==> src/rtl/extbus_pkg.sv <==
// Shared widths, request record and sequencer states for the external 72-bit bus.
package extbus_pkg;
  localparam int WORD_W = 72;
  localparam int DATA_W = 64;
  localparam int TAG_W  = 8;
  localparam int ADDR_W = 20;

  typedef struct packed {
    logic              we;
    logic [ADDR_W-1:0] addr;
    logic [WORD_W-1:0] wdata;
  } req_t;

  typedef enum logic [1:0] {S_IDLE, S_WAIT, S_RELEASE} state_t;
endpackage

==> src/rtl/extbus_fifo.sv <==
// Circular posted-request queue; head is the oldest entry, valid while not empty.
module extbus_fifo #(
  parameter int W     = 8,
  parameter int DEPTH = 4
) (
  input  logic                   clk,
  input  logic                   reset,
  input  logic                   push,
  input  logic                   pop,
  input  logic [W-1:0]           din,
  output logic [W-1:0]           head,
  output logic [$clog2(DEPTH):0] count,
  output logic                   full,
  output logic                   empty
);
  localparam int PW = $clog2(DEPTH);

  logic [W-1:0]  mem [DEPTH];
  logic [PW-1:0] wr_ptr, rd_ptr;
  logic          do_push, do_pop;

  assign full    = (count == ($clog2(DEPTH)+1)'(DEPTH));
  assign empty   = (count == '0);
  assign do_push = push && !full;
  assign do_pop  = pop && !empty;
  assign head    = mem[rd_ptr];

  // Storage needs no reset: count gates every read of it.
  always_ff @(posedge clk)
    if (do_push) mem[wr_ptr] <= din;

  // Pointers are log2(DEPTH) wide, so the increment wraps modulo DEPTH.
  always_ff @(posedge clk or posedge reset)
    if (reset) begin
      wr_ptr <= '0;
      rd_ptr <= '0;
      count  <= '0;
    end else begin
      if (do_push) wr_ptr <= wr_ptr + 1'b1;
      if (do_pop)  rd_ptr <= rd_ptr + 1'b1;
      case ({do_push, do_pop})
        2'b10:   count <= count + 1'b1;
        2'b01:   count <= count - 1'b1;
        default: count <= count;
      endcase
    end
endmodule

==> src/rtl/extbus_seq.sv <==
// Processor-side request sequencer: posted queue, four-phase memory handshake,
// bus-timeout watchdog and in-order read return.
module extbus_seq
  import extbus_pkg::*;
#(
  parameter int AW      = ADDR_W,
  parameter int DW      = WORD_W,
  parameter int DEPTH   = 4,
  parameter int TIMEOUT = 255
) (
  input  logic          clk,
  input  logic          reset,
  input  logic          cpu_req,
  input  logic          cpu_we,
  input  logic [AW-1:0] cpu_addr,
  input  logic [DW-1:0] cpu_wdata,
  output logic          cpu_ready,
  output logic          cpu_rvalid,
  output logic [DW-1:0] cpu_rdata,
  output logic          bus_err,
  output logic          mem_req,
  output logic          mem_we,
  output logic [AW-1:0] mem_addr,
  output logic [DW-1:0] mem_wdata,
  input  logic          mem_ack,
  input  logic [DW-1:0] mem_rdata,
  output logic          busy
);
  localparam int TW = $clog2(TIMEOUT + 1);
  localparam logic [TW-1:0] TLAST = TW'(TIMEOUT - 1);

  state_t                 state;
  logic [TW-1:0]          timer;
  req_t                   q_din, q_head;
  logic [$clog2(DEPTH):0] q_count;
  logic                   q_full, q_empty, q_push, q_pop;
  logic                   expired;

  assign q_din     = '{we: cpu_we, addr: cpu_addr, wdata: cpu_wdata};
  assign cpu_ready = !q_full;
  assign q_push    = cpu_req && cpu_ready;
  assign expired   = (timer == TLAST);
  // The head stays queued while in flight and leaves on ack or timeout.
  assign q_pop     = (state == S_WAIT) && (mem_ack || expired);
  assign busy      = (q_count != '0) || (state != S_IDLE);

  extbus_fifo #(.W($bits(req_t)), .DEPTH(DEPTH)) u_fifo (
    .clk   (clk),
    .reset (reset),
    .push  (q_push),
    .pop   (q_pop),
    .din   (q_din),
    .head  (q_head),
    .count (q_count),
    .full  (q_full),
    .empty (q_empty)
  );

  always_ff @(posedge clk or posedge reset)
    if (reset) begin
      state      <= S_IDLE;
      timer      <= '0;
      mem_req    <= 1'b0;
      mem_we     <= 1'b0;
      mem_addr   <= '0;
      mem_wdata  <= '0;
      cpu_rvalid <= 1'b0;
      cpu_rdata  <= '0;
      bus_err    <= 1'b0;
    end else begin
      cpu_rvalid <= 1'b0;
      bus_err    <= 1'b0;
      case (state)
        S_IDLE:
          if (!q_empty) begin
            mem_req   <= 1'b1;
            mem_we    <= q_head.we;
            mem_addr  <= q_head.addr;
            mem_wdata <= q_head.wdata;
            timer     <= '0;
            state     <= S_WAIT;
          end
        S_WAIT:
          if (mem_ack) begin
            mem_req <= 1'b0;
            if (!mem_we) begin
              cpu_rvalid <= 1'b1;
              cpu_rdata  <= mem_rdata;
            end
            state <= S_RELEASE;
          end else if (expired) begin
            // A timed-out read still answers, with zero data, to keep order.
            mem_req <= 1'b0;
            bus_err <= 1'b1;
            if (!mem_we) begin
              cpu_rvalid <= 1'b1;
              cpu_rdata  <= '0;
            end
            state <= S_RELEASE;
          end else begin
            timer <= timer + 1'b1;
          end
        S_RELEASE:
          if (!mem_ack) state <= S_IDLE;
        default:
          state <= S_IDLE;
      endcase
    end
endmodule
==> config.mk <==
export PLATFORM = sky130hd
export DESIGN_NAME = extbus_seq
export DESIGN_NICKNAME = d
export VERILOG_FILES = /design/src/rtl/extbus_pkg.sv /design/src/rtl/extbus_fifo.sv /design/src/rtl/extbus_seq.sv
export SDC_FILE = /design/constraint.sdc
export NUM_CORES = 1
export LEC_CHECK = 0
export ABC_AREA = 1
export CAP_MARGIN = 20
export CORE_MARGIN = 3
export CORE_UTILIZATION = 46
export DETAILED_ROUTE_END_ITERATION = 12
export PLACE_DENSITY = 0.66
export SYNTH_ARGS = -nofsm -noshare
export SYNTH_HDL_FRONTEND = slang
export SYNTH_HIERARCHICAL = 1
export SYNTH_SLANG_ARGS = --single-unit
==> constraint.sdc <==
create_clock -name clk -period 10.55 [get_ports clk]
set_input_delay 1.055 -clock clk [delete_from_list [all_inputs] [get_ports clk]]
set_output_delay 1.055 -clock clk [all_outputs]
set_load 0.01 [all_outputs]
==> flow_metrics.tcl <==
set metrics [dict create \
    rows 80 \
    fin_crit_sh 0.324 \
    multi_input_area_sq_um 5130 \
    ys_seq_area_frac 0.700 \
    io_pins 339 \
    power_density_nw_per_um2 289 \
    slew_violations 0 \
    path_clk_slew_ns 0.06 \
    die_w_microns 227 \
    nFillCells 3851 \
    die_h_microns 227 \
    grt_overflow_total 0 \
    irDropWorstVdd_mv 0.186 \
    worst_setup_path_end_kind "flip-flop" \
    cap_viol_max_count 0 \
    vias 14000 \
    htree_levels 2 \
    vias_per_cell 5.13 \
    syn_nets 1941 \
    drt-total-wl_microns 50700 \
    power_uw 8070 \
    wl_per_cell_microns 18.5 \
    grt.total_usage 0.194 \
    drive_above_1_share 0.0929 \
    start_util 0.470 \
    maxSlewHeadroom 0.275 \
    cts_root_buf "clkbuf_16" \
    gp_congestion 0.801 \
    clockBufferDepth 3 \
    power_leakage_uw 0.0114 \
    port_buffers 338 \
    hp-class "reg -> reg" \
    cp-start-kind "primary input" \
    grt_pass1_wl_microns 77500 \
    cts_buffers 56 \
    yosysWarnings 6 \
    synth-edff-count 372 \
    cts_hold_buffers 0 \
    synth_ff_type "edfxtp_1" \
    hpwlAfterDp_microns 31000 \
    antenna_found_initial 7 \
    seq_area_sq_um 15800 \
    cts-resized-gates 0 \
    fin_nets 2251 \
    finalHoldViolCount 0 \
    synth_cell_types 30 \
    post-route-util 0.580 \
    dr.pass1.iters 6 \
    grt_max_degree 168 \
    die_area_sq_um 51700 \
    post-cts-setup-buffer-count 0 \
    finalSetupViolations 0 \
    required_ns 10.76 \
    rsz0062_at_grt "no" \
    clock-sinks 557 \
    async_flop_share 0.332 \
    cp.arrival_ns 3.63 \
    cp_max_fo 53 \
    skew_ns 0.0267 \
    ys_seq_elements 557 \
    synthToLayoutAreaGrowth_pct 23.5 \
    tns_ns 0 \
    max_freq_ghz 0.293 \
    ant_nets 0 \
    synth_area_sq_um 22600 \
    drt_first_iter_violations 710 \
    synthesis.instances 1764 \
    cts_tree "built" \
    layout_common_cells "469 x nand2_1, 372 x edfxtp_1, 337 x clkdlybuf4s50_1, 214 x inv_1, 184 x dfrtp_1" \
    whs_ns 0.467 \
    grt_pass1_vias 13900 \
    setup.worst_path.class "in -> reg" \
    syn_area_per_cell_sq_um 12.8 \
    min_period_ns 3.42 \
    design.core.area_sq_um 48000 \
    route.detailed.drc 0 \
    status "finished, final reports clean" \
    worst_pin_slew_ns 1.09 \
    layout_commonest_cell "nand2_1" \
    clkLatencyLatePin_ns 0.61 \
]
[worst max-delay path, cell delays in order]
cell and delay (ns):
clkdlybuf4s50_1 0.45, inv_1 0.06, nor2_1 0.16, nand2_1 0.33, nor2_4 0.16, buf_4 0.53, buf_4 0.79
[stage by stage]
step / setup slack (ns) / instance area (sq um) / std cells
after global placement: 6.50 / 26100 / 2630
final: 7.13 / 27900 / 2737
after global routing: 7.02 / 27900 / 2737
after detailed placement: 6.50 / 26100 / 2630
after floorplan: 4.66 / 22600 / 1764
after CTS: 7.15 / 27800 / 2735
[registers in the layout, indices dropped and copies added (netlist names)]
| name | flops |
|---|---|
| cpu_rdata | 72 |
| mem_we | 1 |
| u_fifo/wr_ptr | 2 |
| u_fifo/mem | 372 |
| bus_err | 1 |
| timer | 8 |
| cpu_rvalid | 1 |
| u_fifo/rd_ptr | 2 |
| mem_wdata | 72 |
| mem_req | 1 |
| mem_addr | 20 |
| u_fifo/count | 3 |
| state | 2 |
[area by class of cell]
| cell class | instances | share of cell area |
|---|---|---|
| flip-flops and latches | 557 | 0.567 |
| multi-input cells | 883 | 0.184 |
| diodes | 1 | 0.0000898 |
| well taps | 615 | 0.0276 |
| clock inverters | 22 | 0.00525 |
| clock buffers | 83 | 0.0586 |
| inverters | 220 | 0.0303 |
| repair buffers | 356 | 0.127 |
[synth_stat cells, types with 10 or more instances]
cell,instances,area share
buf_4,11,0.0037
nand2_1,469,0.078
buf_2,19,0.0042
mux2_1,26,0.013
nand4_1,73,0.020
buf_6,51,0.025
edfxtp_1,372,0.50
nand3_1,15,0.0033
inv_1,216,0.036
o211ai_1,176,0.059
o211ai_2,10,0.0055
dfrtp_1,185,0.21
nor2_1,15,0.0025
mux2_2,66,0.033
clkbuf_1,23,0.0038
[layer usage]
layer / up-vias / GRT usage / part of all wire
li1: 6710 / - / -
met1: 6829 / 0.243 / 0.41
met2: 385 / 0.336 / 0.49
met3: 93 / 0.0450 / 0.069
met4: 12 / 0.0601 / 0.024
met5: - / 0 / 0.0017
[power breakdown]
group	switching (uW)	internal, uW
clock	809	1090
sequential	268	3010
combinational	1620	1270
[final timing paths]
check                                                  from                     endpoint  slack [ns]  cells after the start
worst min-delay path              cpu_rdata[22]$_DFFE_PP0P_    cpu_rdata[22]$_DFFE_PP0P_        0.47                      2
worst max register to register  u_fifo/count[1]$_DFFE_PP0P_  u_fifo/mem[3][68]$_DFFE_PP_        7.41                      8
worst min register to register    cpu_rdata[22]$_DFFE_PP0P_    cpu_rdata[22]$_DFFE_PP0P_        0.47                      2
min in group asynchronous                             reset  u_fifo/count[2]$_DFFE_PP0P_        0.89                      2
worst max-delay path                                cpu_req  u_fifo/mem[3][68]$_DFFE_PP_        7.13                      7
max in group asynchronous                             reset           mem_we$_DFFE_PP0P_        8.17                      3
[cells by family after synthesis]
logic type | after synthesis | synth area share
buffers and inverters | 324 | 0.0738
XOR/XNOR | 1 | 0.000388
adder cells (fa/ha/maj) | 8 | 0.00477
AND/OR/NAND/NOR | 583 | 0.108
flip-flops | 557 | 0.700
multiplexers | 92 | 0.0459
AO/OA/AOI/OAI | 199 | 0.0671
Power figures use the tool's default switching activity.
